<file path="src/rtl/data_cache_wb.sv">
`default_nettype none
// ============================================================================
// Module  : data_cache_wb
// Brief   : Direct-mapped, write-back, write-allocate blocking data cache with
//           line-wide memory handshake and saturating hit/miss counters.
// Revision: 1.0 - initial release
// ============================================================================
module data_cache_wb #(
  parameter int NUM_LINES  = 4,
  parameter int LINE_WORDS = 4,
  parameter int CNT_W      = 32
) (
  input  logic                    clock,
  input  logic                    reset,
  input  logic                    req_valid,
  input  logic                    req_write,
  input  logic [31:0]             req_addr,
  input  logic [3:0]              req_be,
  input  logic [31:0]             req_wdata,
  output logic [31:0]             rsp_rdata,
  output logic                    stall,
  output logic                    mem_req_valid,
  output logic                    mem_req_write,
  output logic [31:0]             mem_req_addr,
  output logic [32*LINE_WORDS-1:0] mem_req_wdata,
  input  logic                    mem_req_ready,
  input  logic                    mem_rsp_valid,
  input  logic [32*LINE_WORDS-1:0] mem_rsp_rdata,
  output logic [CNT_W-1:0]        hit_cnt,
  output logic [CNT_W-1:0]        miss_cnt
);

  localparam int c_wordBits    = $clog2(LINE_WORDS);
  localparam int c_indexBits   = $clog2(NUM_LINES);
  localparam int c_tagBits     = 30 - c_wordBits - c_indexBits;
  localparam int c_tagLsb      = 2 + c_wordBits + c_indexBits;
  localparam int c_wordSelBits = (c_wordBits > 0) ? c_wordBits : 1;

  typedef enum logic [1:0] {
    S_IDLE    = 2'd0,
    S_WB_REQ  = 2'd1,
    S_RD_REQ  = 2'd2,
    S_RD_WAIT = 2'd3
  } state_t;

  state_t r_state;
  state_t w_nextState;

  logic [NUM_LINES-1:0] r_valid;
  logic [NUM_LINES-1:0] r_dirty;
  logic [c_tagBits-1:0] r_tag  [NUM_LINES];
  logic [31:0]          r_data [NUM_LINES][LINE_WORDS];
  logic                 r_replay;
  logic [CNT_W-1:0]     r_hitCnt;
  logic [CNT_W-1:0]     r_missCnt;

  logic [c_indexBits-1:0]   w_index;
  logic [c_tagBits-1:0]     w_tag;
  logic [c_wordSelBits-1:0] w_word;
  logic                     w_lineHit;
  logic                     w_hit;
  logic                     w_miss;
  logic                     w_storeHit;
  logic                     w_refill;
  logic                     w_unused;

  assign w_index  = req_addr[2+c_wordBits +: c_indexBits];
  assign w_tag    = req_addr[c_tagLsb +: c_tagBits];
  assign w_unused = ^req_addr[1:0];

  generate
    if (c_wordBits > 0) begin : g_wordSel
      assign w_word = req_addr[2 +: c_wordBits];
    end else begin : g_singleWord
      assign w_word = 1'b0;
    end
  endgenerate

  assign w_lineHit  = r_valid[w_index] && (r_tag[w_index] == w_tag);
  assign w_hit      = (r_state == S_IDLE) && req_valid && w_lineHit;
  assign w_miss     = (r_state == S_IDLE) && req_valid && !w_lineHit;
  assign w_storeHit = w_hit && req_write;
  assign w_refill   = (r_state == S_RD_WAIT) && mem_rsp_valid;

  assign rsp_rdata = w_hit ? r_data[w_index][w_word] : 32'd0;
  assign hit_cnt   = r_hitCnt;
  assign miss_cnt  = r_missCnt;

  always_ff @(posedge clock) begin
    if (reset) begin
      r_state <= S_IDLE;
    end else begin
      r_state <= w_nextState;
    end
  end

  // The request is held stable while stalled, so the index/tag of the
  // pending access also address the victim and the refill target.
  always_comb begin
    w_nextState   = r_state;
    stall         = 1'b1;
    mem_req_valid = 1'b0;
    mem_req_write = 1'b0;
    mem_req_addr  = 32'd0;
    for (int i = 0; i < LINE_WORDS; i++) begin
      mem_req_wdata[32*i +: 32] = r_data[w_index][i];
    end
    case (r_state)
      S_IDLE: begin
        stall = w_miss;
        if (w_miss) begin
          w_nextState = (r_valid[w_index] && r_dirty[w_index]) ? S_WB_REQ : S_RD_REQ;
        end
      end
      S_WB_REQ: begin
        mem_req_valid = 1'b1;
        mem_req_write = 1'b1;
        mem_req_addr  = {r_tag[w_index], w_index, {(c_wordBits+2){1'b0}}};
        if (mem_req_ready) begin
          w_nextState = S_RD_REQ;
        end
      end
      S_RD_REQ: begin
        mem_req_valid = 1'b1;
        mem_req_addr  = {w_tag, w_index, {(c_wordBits+2){1'b0}}};
        if (mem_req_ready) begin
          w_nextState = S_RD_WAIT;
        end
      end
      S_RD_WAIT: begin
        if (mem_rsp_valid) begin
          w_nextState = S_IDLE;
        end
      end
      default: w_nextState = S_IDLE;
    endcase
  end

  // Replay cycle after a refill hits but was already counted as a miss.
  always_ff @(posedge clock) begin
    if (reset) begin
      r_valid   <= '0;
      r_dirty   <= '0;
      r_replay  <= 1'b0;
      r_hitCnt  <= '0;
      r_missCnt <= '0;
    end else begin
      r_replay <= w_refill;
      if (w_refill) begin
        r_valid[w_index] <= 1'b1;
        r_dirty[w_index] <= 1'b0;
      end else if (w_storeHit && (req_be != 4'd0)) begin
        r_dirty[w_index] <= 1'b1;
      end
      if (w_hit && !r_replay && (r_hitCnt != '1)) begin
        r_hitCnt <= r_hitCnt + 1'b1;
      end
      if (w_miss && (r_missCnt != '1)) begin
        r_missCnt <= r_missCnt + 1'b1;
      end
    end
  end

  always_ff @(posedge clock) begin
    if (w_refill) begin
      r_tag[w_index] <= w_tag;
      for (int i = 0; i < LINE_WORDS; i++) begin
        r_data[w_index][i] <= mem_rsp_rdata[32*i +: 32];
      end
    end else if (w_storeHit) begin
      for (int b = 0; b < 4; b++) begin
        if (req_be[b]) begin
          r_data[w_index][w_word][8*b +: 8] <= req_wdata[8*b +: 8];
        end
      end
    end
  end

endmodule
`default_nettype wire
</file>
<file path="config.mk">
export PLATFORM = sky130hd
export DESIGN_NAME = data_cache_wb
export DESIGN_NICKNAME = d
export VERILOG_FILES = /design/src/rtl/data_cache_wb.sv
export SDC_FILE = /design/constraint.sdc
export NUM_CORES = 1
export LEC_CHECK = 0
export ABC_AREA = 1
export CORE_ASPECT_RATIO = 0.7
export CORE_MARGIN = 2
export CORE_UTILIZATION = 29
export CTS_CLUSTER_SIZE = 30
export DETAILED_ROUTE_END_ITERATION = 10
export PLACE_DENSITY = 0.58
export SLEW_MARGIN = 40
export SYNTH_ARGS = -nofsm -noshare
export SYNTH_HDL_FRONTEND = slang
export SYNTH_SLANG_ARGS = --single-unit
export TNS_END_PERCENT = 20
</file>
<file path="constraint.sdc">
create_clock -name clock -period 4.2 [get_ports clock]
set_input_delay 0.84 -clock clock [delete_from_list [all_inputs] [get_ports clock]]
set_output_delay 0.84 -clock clock [all_outputs]
set_load 0.1 [all_outputs]
</file>
Word level (Yosys, flattened, before mapping)
Memory sizes are Yosys's and may differ from the RTL's.
Cells that the tools add are included.
{"block": "classes", "reduce_logical": 20, "mux": 560, "bitwise": 517, "add_sub_neg": 2, "n_lt_le_gt_ge": 4, "n_eq_ne": 10}
{"op": "2-to-1 mux 1 bit", "n": 532}
{"op": "2-to-1 mux 128 bit", "n": 4}
{"op": "bitwise OR 1 bit", "n": 512}
{"op": "demux 32 bit (select 2 bit)", "n": 4}
{"op": "2-to-1 mux 32 bit", "n": 4}
{"op": "adder 32 x 1 -> 32 bit, second input constant", "n": 2}
{"op": "binary-select mux 32 bit (select 2 bit)", "n": 1}
{"op": "inequality test 32 bit, second input constant", "n": 2}
{"op": "case mux 32 bit (2 select lines)", "n": 1}
{"op": "equality test 26 bit", "n": 1}
{"op": "2-to-1 mux 24 bit", "n": 1}
{"op": "2-to-1 mux 16 bit", "n": 1}
{"op": "logical AND 1 bit", "n": 13}
{"op": "2-to-1 mux 2 bit", "n": 5}
{"op": "2-to-1 mux 4 bit", "n": 2}
{"op": "2-to-1 mux 8 bit", "n": 1}
{"op": "inequality test 2 bit, second input constant", "n": 4}
{"op": "bitwise OR 4 bit", "n": 2}
{"op": "case mux 2 bit (4 select lines)", "n": 1}
{"op": "bitwise AND 4 bit", "n": 1}
{"op": "binary-select mux 1 bit (select 2 bit)", "n": 2}
{"op": "equality test 2 bit, second input constant", "n": 2}
{"op": "NOT 4 bit", "n": 1}
{"op": "AND reduction 4 bit", "n": 1}
{"op": "other kinds (12)", "n": 13}
{"block": "word_totals", "word_cells": 1121, "mem_count": 2, "ramBits": 616, "register_bits": 75, "in_bits": 202}
{"memory": "r_data", "depth": 4, "width": 128, "read_ports": 1, "rd_clocked_by_memory_dff": 0, "write_ports": 1, "line_no": "52", "text": "logic [31:0] r_data [NUM_LINES][LINE_WORDS];"}
{"memory": "r_tag", "depth": 4, "width": 26, "read_ports": 1, "rd_clocked_by_memory_dff": 0, "write_ports": 1, "line_no": "51", "text": "logic [c_tagBits-1:0] r_tag [NUM_LINES];"}

Logic depth before layout (Yosys ltp)
Gate-level depths: netlist (run 1).
{"block": "depth", "word_depth": 12, "depth_mapped": 20, "depth_no_buf": 18}

Worst setup path before layout (run 1)
OpenSTA, ideal clock, no wires.
{"block": "synth_timing", "path_type": "input to output", "startpoint": "in req_addr[4]", "endpoint": "out rsp_rdata[10]", "arrival_ns": 4.655, "required_ns": 3.360, "slack_ns": -1.295, "stages": 10, "cell_sequence": "buf_4 -> buf_4 -> nor2_2 -> clkbuf_1 -> clkbuf_1 -> clkbuf_1 -> nand2_1 -> nand3_1 -> a21oi_1 -> a21oi_1"}
{"block": "synth_via", "elab_chain_cells": 5}
{"element": "from (decl)", "line_no": "17", "text": "input logic [31:0] req_addr,"}
{"element": "memory read (4 x 128 bit)"}
{"element": "via mem_req_wdata[74]", "line_no": "25", "text": "output logic [32*LINE_WORDS-1:0] mem_req_wdata,"}
{"element": "binary-select mux 32 bit (select 2 bit)", "line_no": "85", "text": "assign rsp_rdata = w_hit ? r_data[w_index][w_word] : 32'd0;"}
{"element": "2-to-1 mux 32 bit (implied by the code) (2 in a row)", "line_no": "85"}
{"element": "2-to-1 mux 32 bit", "line_no": "85"}
{"element": "to (decl)", "line_no": "20", "text": "output logic [31:0] rsp_rdata,"}
The timed path passes the listed nets, and every way through them passes these cells. The select of a mux whose other input is x is not followed.

Worst setup path after layout (run 1)
{"block": "layout_timing", "startpoint": "in req_addr[5]", "endpoint": "out rsp_rdata[0]"}
{"block": "layout_via", "elab_chain_cells": 5}
{"element": "memory read (4 x 26 bit), or another cell as far along"}
{"element": "equality test 26 bit, or another cell as far along", "line_no": "79", "text": "assign w_lineHit = r_valid[w_index] && (r_tag[w_index] == w_tag);"}
{"element": "logical AND 1 bit or 2-to-1 mux 32 bit (tied branches)", "line_no": "79, 85"}
{"element": "logical AND 1 bit or 2-to-1 mux 32 bit (tied branches)", "line_no": "80, 85"}
{"element": "2-to-1 mux 32 bit (*)", "line_no": "85"}
Mark *: on every way between the ends. The rest lies on a longest branch, timed or not. The select of a mux whose other input is x is not followed.

==> flow_summary.yaml, run 1 <==
timing:
  clock_skew_ps: 35.9
  max_slew_margin: 0.541
  slew_violations: 0
  hold_slack_ps: 455
  post-route-period-util: 0.954
  rsz0062_at_grt: "false"
  fmax_mhz: 249
  setup_viol: 0
  period_minus_slack_ps: 4010
  worst_slew_pin_slew_ps: 688
  hold_viol: 0
final_layout:
  multi_input_area_um2: 9840
  fillers: 9781
  layout-drive-gt1-share: 0.241
  layout.nets: 3856
  finalInstanceArea_um2: 44100
  regArea_um2: 20000
  fin_cells: 5065
  area_delta_synth_final_pct: 45.3
setup_path:
  rr_startpoint: "r_tag[1][9]$_DFFE_PP_"
  cp_slowest_stage_delay_ps: 300
  critPathKind: "primary input to output port"
  slowest_stage: "dlygate4sd2_1"
  cp_max_fo: 20
  crit_start: "req_addr[5]"
  endpoint_kind: "output port"
  crit_required_ps: 3360
  cp_top_family: "buffers and inverters"
  path_cells: "dlygate4sd2_1 > inv_1 > buf_12 > nand2_1 > nand3_1 > nand2_1 > inv_1 > nand2_1 > nor2_1 > nand3_1 > nor2_4 > nand2_8 > buf_12 > a21oi_4 > buf_12"
  path_buf_inv: 6
  start_kind: "primary input"
  worstPathArrival_ps: 3170
pwr:
  vdd_drop_max_v: 0.000246
  p_leak_uw: 0.0168
  power_uw: 18400
  power.density_nw_per_um2: 418
logic_synthesis:
  ys_seq_elements: 691
  ys_warn_count: 0
  synth_commonest_cells: "nand2_1, edfxtp_1, a22oi_1, a21oi_1, inv_1"
  ys_top_cells_by_area: "edfxtp_1, nand2_1, a22oi_1"
  synth_top_cell_area_share: 0.609
  synth_ff_type: "edfxtp_1"
  yosysTopAreaCell: "edfxtp_1"
  seq_area_frac_synth: 0.658
  synth_area_um2: 30400
  async_reset_ff_frac: 0
  syn_inst: 2874
  yosysMostFrequentCell: "nand2_1"
  yosysUniqueCellTypes: 38
  synth_edf_count: 616
  syn_area_per_cell_um2: 10.6
floorplan:
  core-area_um2: 104000
  die_area_um2: 107000
  chipHeight_um: 275
  die_w_um: 391
  start_util: 0.292
  io_pins: 461
  rows: 99
place:
  place_hpwl_mm: 81.6
  dp_cells: 4931
  placed_cell_area_um2: 41600
  place_congestion: 0.884
  port_buffers: 454
global_routing:
  track_usage: 0.201
  grt_pass1_wl_mm: 159
  grt-ovfl-total: 0
  grt_pass1_vias: 23900
  antenna_found_initial: 18
  grt_max_degree: 57
route:
  viasPerCell: 4.90
  via_count: 24800
  ant_nets: 0
  routed_wl_mm: 110
  dr.pass1.iters: 5
  drt_iter0_markers: 2041
  drcViolationCount: 0
  wl_per_cell_um: 21.7
outcome:
  status: "completed"
cts:
  tritoncts: "done"
  root_buffer: "clkbuf_16"
  cts_inserted_buffers: 74
  path_clk_slew_ps: 60
  clock_latency_ps: 630
  htree_levels: 3
  clk_path_buf_depth: 3
  cts.sink_count: 691
flow_run:
  maxCapViolCount: 0
min_path:
  hold_class: "register to register"
stage by stage:
step / setup WS, ps / TNS (ps) / utilization
after floorplan: -354 / -6120 / -
after detailed placement: -231 / -36480 / 0.400
after global routing: 48.7 / 0 / 0.424
final: 192 / 0 / 0.424
after CTS: 215 / 0 / 0.424
after global placement: -195 / -13560 / 0.403
kinds of logic after synthesis:
logic type	after synthesis	share of synthesized area
DFF	691	0.658
buffers and inverters	327	0.0440
adders and majority gates	7	0.00288
other	1	0.000123
xor gates and xnor gates	24	0.00692
AOI/OAI and AO/OA	617	0.125
and+or+nand+nor	1207	0.162
tightest hold or removal path, delay by kind of cell (launching register included):
kind / cells / cell delay (ps)
buf+inv: 1 / 50
compound gates: 1 / 60
flops: 1 / 290
worst paths after layout:
kind | to | depth (start not counted) | slack [ps]
worst max register to register | r_data[3][46]$_DFFE_PP_ | 18 | 1070
worst min register to register | register | 2 | 450
worst max-delay path | rsp_rdata[0] | 15 | 190
worst min-delay path | register | 2 | 450
where the power goes:
| part | internal, uW | switching, uW | leakage [uW] |
|---|---|---|---|
| logic | 1410 | 2880 | 0.00951 |
| clock network | 3820 | 2730 | 0.00114 |
| registers | 7570 | 29.0 | 0.00614 |
| total | 12800 | 5640 | 0.0168 |
area by class of cell:
class / instances / share of cell area
repair buffers: 861 / 0.217
diodes: 3 / 0.000170
well taps: 1363 / 0.0386
multi-input cells: 1859 / 0.223
clock buffers: 89 / 0.0444
clock inverters: 39 / 0.00955
inverters: 160 / 0.0137
flip-flops and latches: 691 / 0.453
flip-flops by register name (all words and copies together), names as in the netlist, named ones only:
| signal | flops |
|---|---|
| hit_cnt | 32 |
| r_replay | 1 |
| miss_cnt | 32 |
| r_data | 512 |
| r_tag | 104 |
| r_valid | 4 |
| r_state | 2 |
routing by layer:
layer / up-vias / GRT usage / routed length [um]
li1: 11800 / - / -
met1: 12000 / 0.265 / 46000
met2: 891 / 0.331 / 52500
met3: 139 / 0.0511 / 9170
met4: 26 / 0.0477 / 2160
met5: - / 0 / 174
timing repair:
action | 4_1_cts | 5_1_grt
endpoints found under the hold margin | 0 | 0
gates resized for setup | 13 | 0
hold buffers | 0 | 0
setup endpoints to repair | 32 | 0
buffers inserted | 2 | 0
layout by cell type, fill, tap and decap left out, drive strengths merged, types with 3 or more instances in the layout:
cell / count
conb: 4
clkinvlp: 7
inv: 157
nand3b: 8
nand4: 41
clkinv: 27
nor4: 14
buf: 662
edfxtp: 616
a21oi: 201
xnor2: 5
ha: 7
o21ai: 157
diode: 3
a22oi: 223
nand2: 856
clkbuf: 89
a221oi: 9
nor3: 37
clkdlybuf4s50: 197
bufinv: 8
dfxtp: 75
nor2: 133
nand3: 114
xor2: 19
a22o: 23
(Power assumes the default switching activity.)
==> inputs of run 2 (changes only) <==
Clock period 4.2 ns to 3.99 ns, I/O delays scaled along.
==> flow_summary.yaml, run 2 (synthesized netlist as in run 1, its figures left out) <==
route:
  drcViolationCount: 0
  viasPerCell: 4.91
  ant_nets: 0
  via_count: 25000
  dr.pass1.iters: 6
  routed_wl_mm: 110
  drt_iter0_markers: 2110
  wl_per_cell_um: 21.6
final_layout:
  final_cell_mix: "nand2_1, edfxtp_1, buf_4"
  top_regs: "r_data (512), r_tag (104)"
  area_delta_synth_final_pct: 47.0
  final_common_cell: "nand2_1"
  layout.nets: 3887
  fin_util: 0.429
  largest_reg_flops: 512
  top_register: "r_data"
  fin_cells: 5104
  layout-drive-gt1-share: 0.250
  fillers: 9731
global_routing:
  grt_pass1_vias: 24200
  grt_max_degree: 55
  track_usage: 0.199
  grt_pass1_wl_mm: 158
  grt-ovfl-total: 0
  antenna_found_initial: 14
timing:
  tns_ps: 0
  setup_viol: 0
  slew_violations: 0
  worst_slew_pin_slew_ps: 709
  period_minus_slack_ps: 3870
  clock_skew_ps: 29.8
  post-route-period-util: 0.969
  hold_slack_ps: 462
  fmax_mhz: 259
  max_slew_margin: 0.525
  hold_viol: 0
min_path:
  hold_class: "register to register"
  whs_path_depth: 2
place:
  port_buffers: 454
  dp_cells: 4961
  place_hpwl_mm: 82.0
  place_congestion: 0.874
setup_path:
  cp_max_fo: 14
  slowest_stage: "buf_16"
  worstPathArrival_ps: 3070
  r2r-end: "r_data[0][97]$_DFFE_PP_"
  rr_startpoint: "r_tag[3][13]$_DFFE_PP_"
  cp_top_family: "simple AND/OR/NAND/NOR gates"
  path_buf_inv: 5
  critPathKind: "primary input to output port"
  ff2ff_setup_slack_ps: 890
  endpoint_kind: "output port"
  start_kind: "primary input"
  path_cells: "buf_4 > inv_6 > clkbuf_16 > nand2_1 > nand2_1 > nand2_1 > nand3_1 > nand2_1 > nor2_1 > nand2_1 > nor2_1 > nand2_1 > nor2_4 > nand2_8 > buf_16 > a21oi_4 > buf_12"
  reg2reg_depth: 19
  cp_slowest_stage_delay_ps: 210
  crit_path_frequent_cell: "nand2_1"
  crit_required_ps: 3190
pwr:
  p_leak_uw: 0.0171
  pwr-share-clk: 0.358
  vdd_drop_max_v: 0.000289
  power.switching_uw: 5960
  p_seq_frac: 0.411
  p_sw_frac: 0.306
  power_uw: 19500
  p_comb_frac: 0.231
  p_int_uw: 13500
  power.density_nw_per_um2: 436
floorplan:
  chipHeight_um: 275
  die_area_um2: 107000
  start_util: 0.292
  rows: 99
  die_w_um: 391
  io_pins: 461
  core-area_um2: 104000
cts:
  tritoncts: "done"
  path_clk_slew_ps: 60
  cts_inserted_buffers: 71
  htree_levels: 3
  holdBufCountCts: 0
  clock_latency_ps: 650
  cts.sink_count: 691
  root_buffer: "clkbuf_16"
  clk_path_buf_depth: 3
outcome:
  status: "completed"
flow_run:
  maxCapViolCount: 0
run 2: cell count changes in the layout (fill, tap and decap cells not counted), sizes merged, moves of 2 or more:
cell           change
clkdlybuf4s50      -2
clkinv             +7
buf               +31
diode              +2
dlymetal6s2s       +2
bufinv             +2
clkinvlp           -2
run 2: timing repair:
item / CTS / global route
hold endpoints to repair: 0 / 0
setup endpoints to repair: 33 / 33
setup buffers: 0 / 2
pin swaps: 0 / 2
gates cloned: 0 / 5
resized for setup: 1 / 16
run 2: how the worst max path moves through the flow:
| stage | startpoint | to | cells after the start |
|---|---|---|---|
| after global placement | req_addr[5] | rsp_rdata[23] | 14 |
| final | req_addr[4] | rsp_rdata[23] | 17 |
| after global routing | req_addr[4] | rsp_rdata[23] | 16 |
| after floorplan | r_state[1]$_SDFFE_PP0P_ | mem_req_addr[4] | 5 |
| after CTS | req_addr[5] | rsp_rdata[23] | 14 |
| after detailed placement | req_addr[5] | rsp_rdata[23] | 14 |
run 2: tightest hold or removal path: stages (launching register included):
cell and delay (ps):
dfxtp_1 300, inv_1 60, a21oi_1 60
run 2: per-stage QoR:
| step | cell area (um^2) | setup slack [ps] |
|---|---|---|
| after floorplan | 31200 | -522 |
| after global placement | 42400 | -233 |
| after detailed placement | 42000 | -235 |
| after CTS | 44500 | 12.1 |
| after global routing | 44700 | -1.52 |
| final | 44700 | 125 |
run 2: final cells by class:
class	count	area (um^2)	share of cell area
antenna	5	12.5	0.000280
multi-input combinational	1859	9910	0.222
clock inverter	47	558	0.0125
tap	1363	1710	0.0382
sequential	691	20000	0.448
inverter	160	608	0.0136
timing repair buffer	895	10000	0.224
clock buffer	84	1870	0.0418
run 2: power by group through the flow:
stage | Combinational, uW | Clock (uW) | Sequential (uW)
after floorplan | 2460 | 0 | 8190
after global placement | 4490 | 0 | 8150
after detailed placement | 4500 | 0 | 8160
after CTS | 4510 | 7100 | 8000
after global routing | 4720 | 7380 | 8000
final | 4500 | 6970 | 8000
run 2: per-layer routing:
layer  vias to the layer above  track usage  wire (um)
met5                         -            0         42
met1                     12200        0.259      46200
met2                       880        0.333      53200
met3                       125       0.0442       8330
met4                         8       0.0526       2420
li1                      11900            -          -
==> inputs of run 3 (changes only) <==
Settings changed: SETUP_SLACK_MARGIN from default to 0.3.
==> flow_summary.yaml, run 3 (synthesized netlist as in run 1, its figures left out) <==
final_layout:
  top_regs: "r_data (512), r_tag (104)"
  layout-drive-gt1-share: 0.283
  largest_reg_flops: 512
  top_register: "r_data"
  finalInstanceArea_um2: 45300
  layout.nets: 3914
  area_delta_synth_final_pct: 49.2
  final_cell_mix: "nand2_1, edfxtp_1, buf_4"
  fin_cells: 5122
  final_common_cell: "nand2_1"
route:
  dr.pass1.iters: 6
  drt_iter0_markers: 2034
  drcViolationCount: 0
  wl_per_cell_um: 21.4
  ant_nets: 0
  via_count: 25300
  viasPerCell: 4.93
  routed_wl_mm: 110
setup_path:
  crit_start: "req_addr[4]"
  start_kind: "primary input"
  path_cells: "buf_12 > inv_16 > buf_16 > buf_4 > nor2_4 > buf_12 > a22oi_1 > nand3_1 > a22o_1 > a21oi_1 > buf_4 > a21oi_4 > buf_12"
  slowest_stage: "a21oi_1"
  cp_max_fo: 22
  cp_slowest_stage_delay_ps: 300
  critPathKind: "primary input to output port"
  path_buf_inv: 7
  crit_path_frequent_cell: "buf_12"
  worstPathArrival_ps: 2960
  crit_required_ps: 3190
  cp_top_family: "buffers and inverters"
  endpoint_kind: "output port"
  rr_startpoint: "r_tag[1][9]$_DFFE_PP_"
place:
  port_buffers: 454
  dp_cells: 4964
  placed_cell_area_um2: 42400
  place_hpwl_mm: 80.2
  pre_cts_ws_ps: -164
  place_congestion: 0.893
pwr:
  vdd_drop_max_v: 0.000339
  p_leak_uw: 0.0173
  power.density_nw_per_um2: 423
  power_uw: 19100
timing:
  post-route-period-util: 0.942
  slew_violations: 0
  period_minus_slack_ps: 3760
  worst_slew_pin_slew_ps: 637
  max_slew_margin: 0.572
  clock_skew_ps: 25.2
  setup_viol: 0
  hold_viol: 0
  fmax_mhz: 266
  hold_slack_ps: 462
  rsz0062_at_grt: "true"
  fin_ws_ps: 233
cts:
  tritoncts: "done"
  cts_inserted_buffers: 74
  htree_levels: 3
  clock_latency_ps: 650
  clk_path_buf_depth: 3
  root_buffer: "clkbuf_16"
  cts.sink_count: 691
  path_clk_slew_ps: 60
floorplan:
  io_pins: 461
  core-area_um2: 104000
  rows: 99
  start_util: 0.292
  chipHeight_um: 275
  die_w_um: 391
  die_area_um2: 107000
global_routing:
  grt_max_degree: 52
  grt-ovfl-total: 0
  grt_pass1_vias: 23800
  antenna_found_initial: 13
  grt_pass1_wl_mm: 158
  track_usage: 0.199
flow_run:
  maxCapViolCount: 0
min_path:
  hold_class: "register to register"
outcome:
  status: "completed"
-- run 3: changes by cell type in the layout (fill, tap and decap cells not counted), moves of 7 or more --
| cell | before | now |
|---|---|---|
| a21oi_1 | 165 | 152 |
| a21oi_2 | 4 | 17 |
| buf_4 | 398 | 417 |
| bufinv_16 | 10 | 2 |
| clkdlybuf4s50_1 | 195 | 180 |
| dlygate4sd2_1 | 0 | 17 |
| nand2_1 | 822 | 739 |
| nand2_2 | 28 | 72 |
| nand2_4 | 5 | 45 |
| nand3_1 | 82 | 75 |
-- run 3: worst register-to-register path: stages, from the launching register on --
cell and delay [ps]:
edfxtp_1 350, nand2_1 80, nand2_2 80, nand2_2 90, nand2_1 90, nand2_2 80, nand2_1 50, nor2_1 90
nand2_1 80, nor2_2 120, nand2_1 80, nor2_2 150, nand2_4 140, buf_12 190, buf_4 130, nor2_4 140
buf_12 180, nand3_1 290, buf_4 280, o21ai_1 270
-- run 3: final cells by class --
cell class / count / area, um^2
fill: 9672 / 58700
tap: 1363 / 1710
inverter: 160 / 619
multi-input combinational: 1859 / 10500
clock buffer: 91 / 1970
antenna: 1 / 2.50
sequential: 691 / 20000
timing repair buffer: 919 / 10300
clock inverter: 38 / 294
-- run 3: repair_timing --
action	in CTS	in global routing
setup endpoints to repair	77	34
resized for setup	78	29
gates cloned	6	1
hold buffers	0	0
buffers inserted	16	5
pin swaps	15	6
-- run 3: worst paths after layout --
kind	to	slack (ps)	depth (start not counted)
setup / recovery	rsp_rdata[31]	230	13
hold / removal	register	460	2
setup reg to reg	r_data[1][14]$_DFFE_PP_	810	19
hold reg to reg	register	460	2
-- run 3: per-stage QoR --
step,TNS (ps),utilization
floorplan,-7010,-
global placement,-18600,0.411
detailed placement,-23170,0.408
CTS,0,0.434
global route,0,0.435
finish,0,0.435
-- run 3: power breakdown --
group          switching (uW)  total, uW  internal, uW
combinational            3040       4570          1520
sequential               27.9       8000          7970
clock                    2920       6580          3670
-- run 3: routing by layer --
| metal | up-vias | wire length [um] | GRT usage |
|---|---|---|---|
| met5 | - | 92 | 0 |
| met4 | 16 | 2300 | 0.0484 |
| met3 | 140 | 8320 | 0.0480 |
| met2 | 858 | 51200 | 0.317 |
| met1 | 12300 | 47800 | 0.272 |
| li1 | 11900 | - | - |
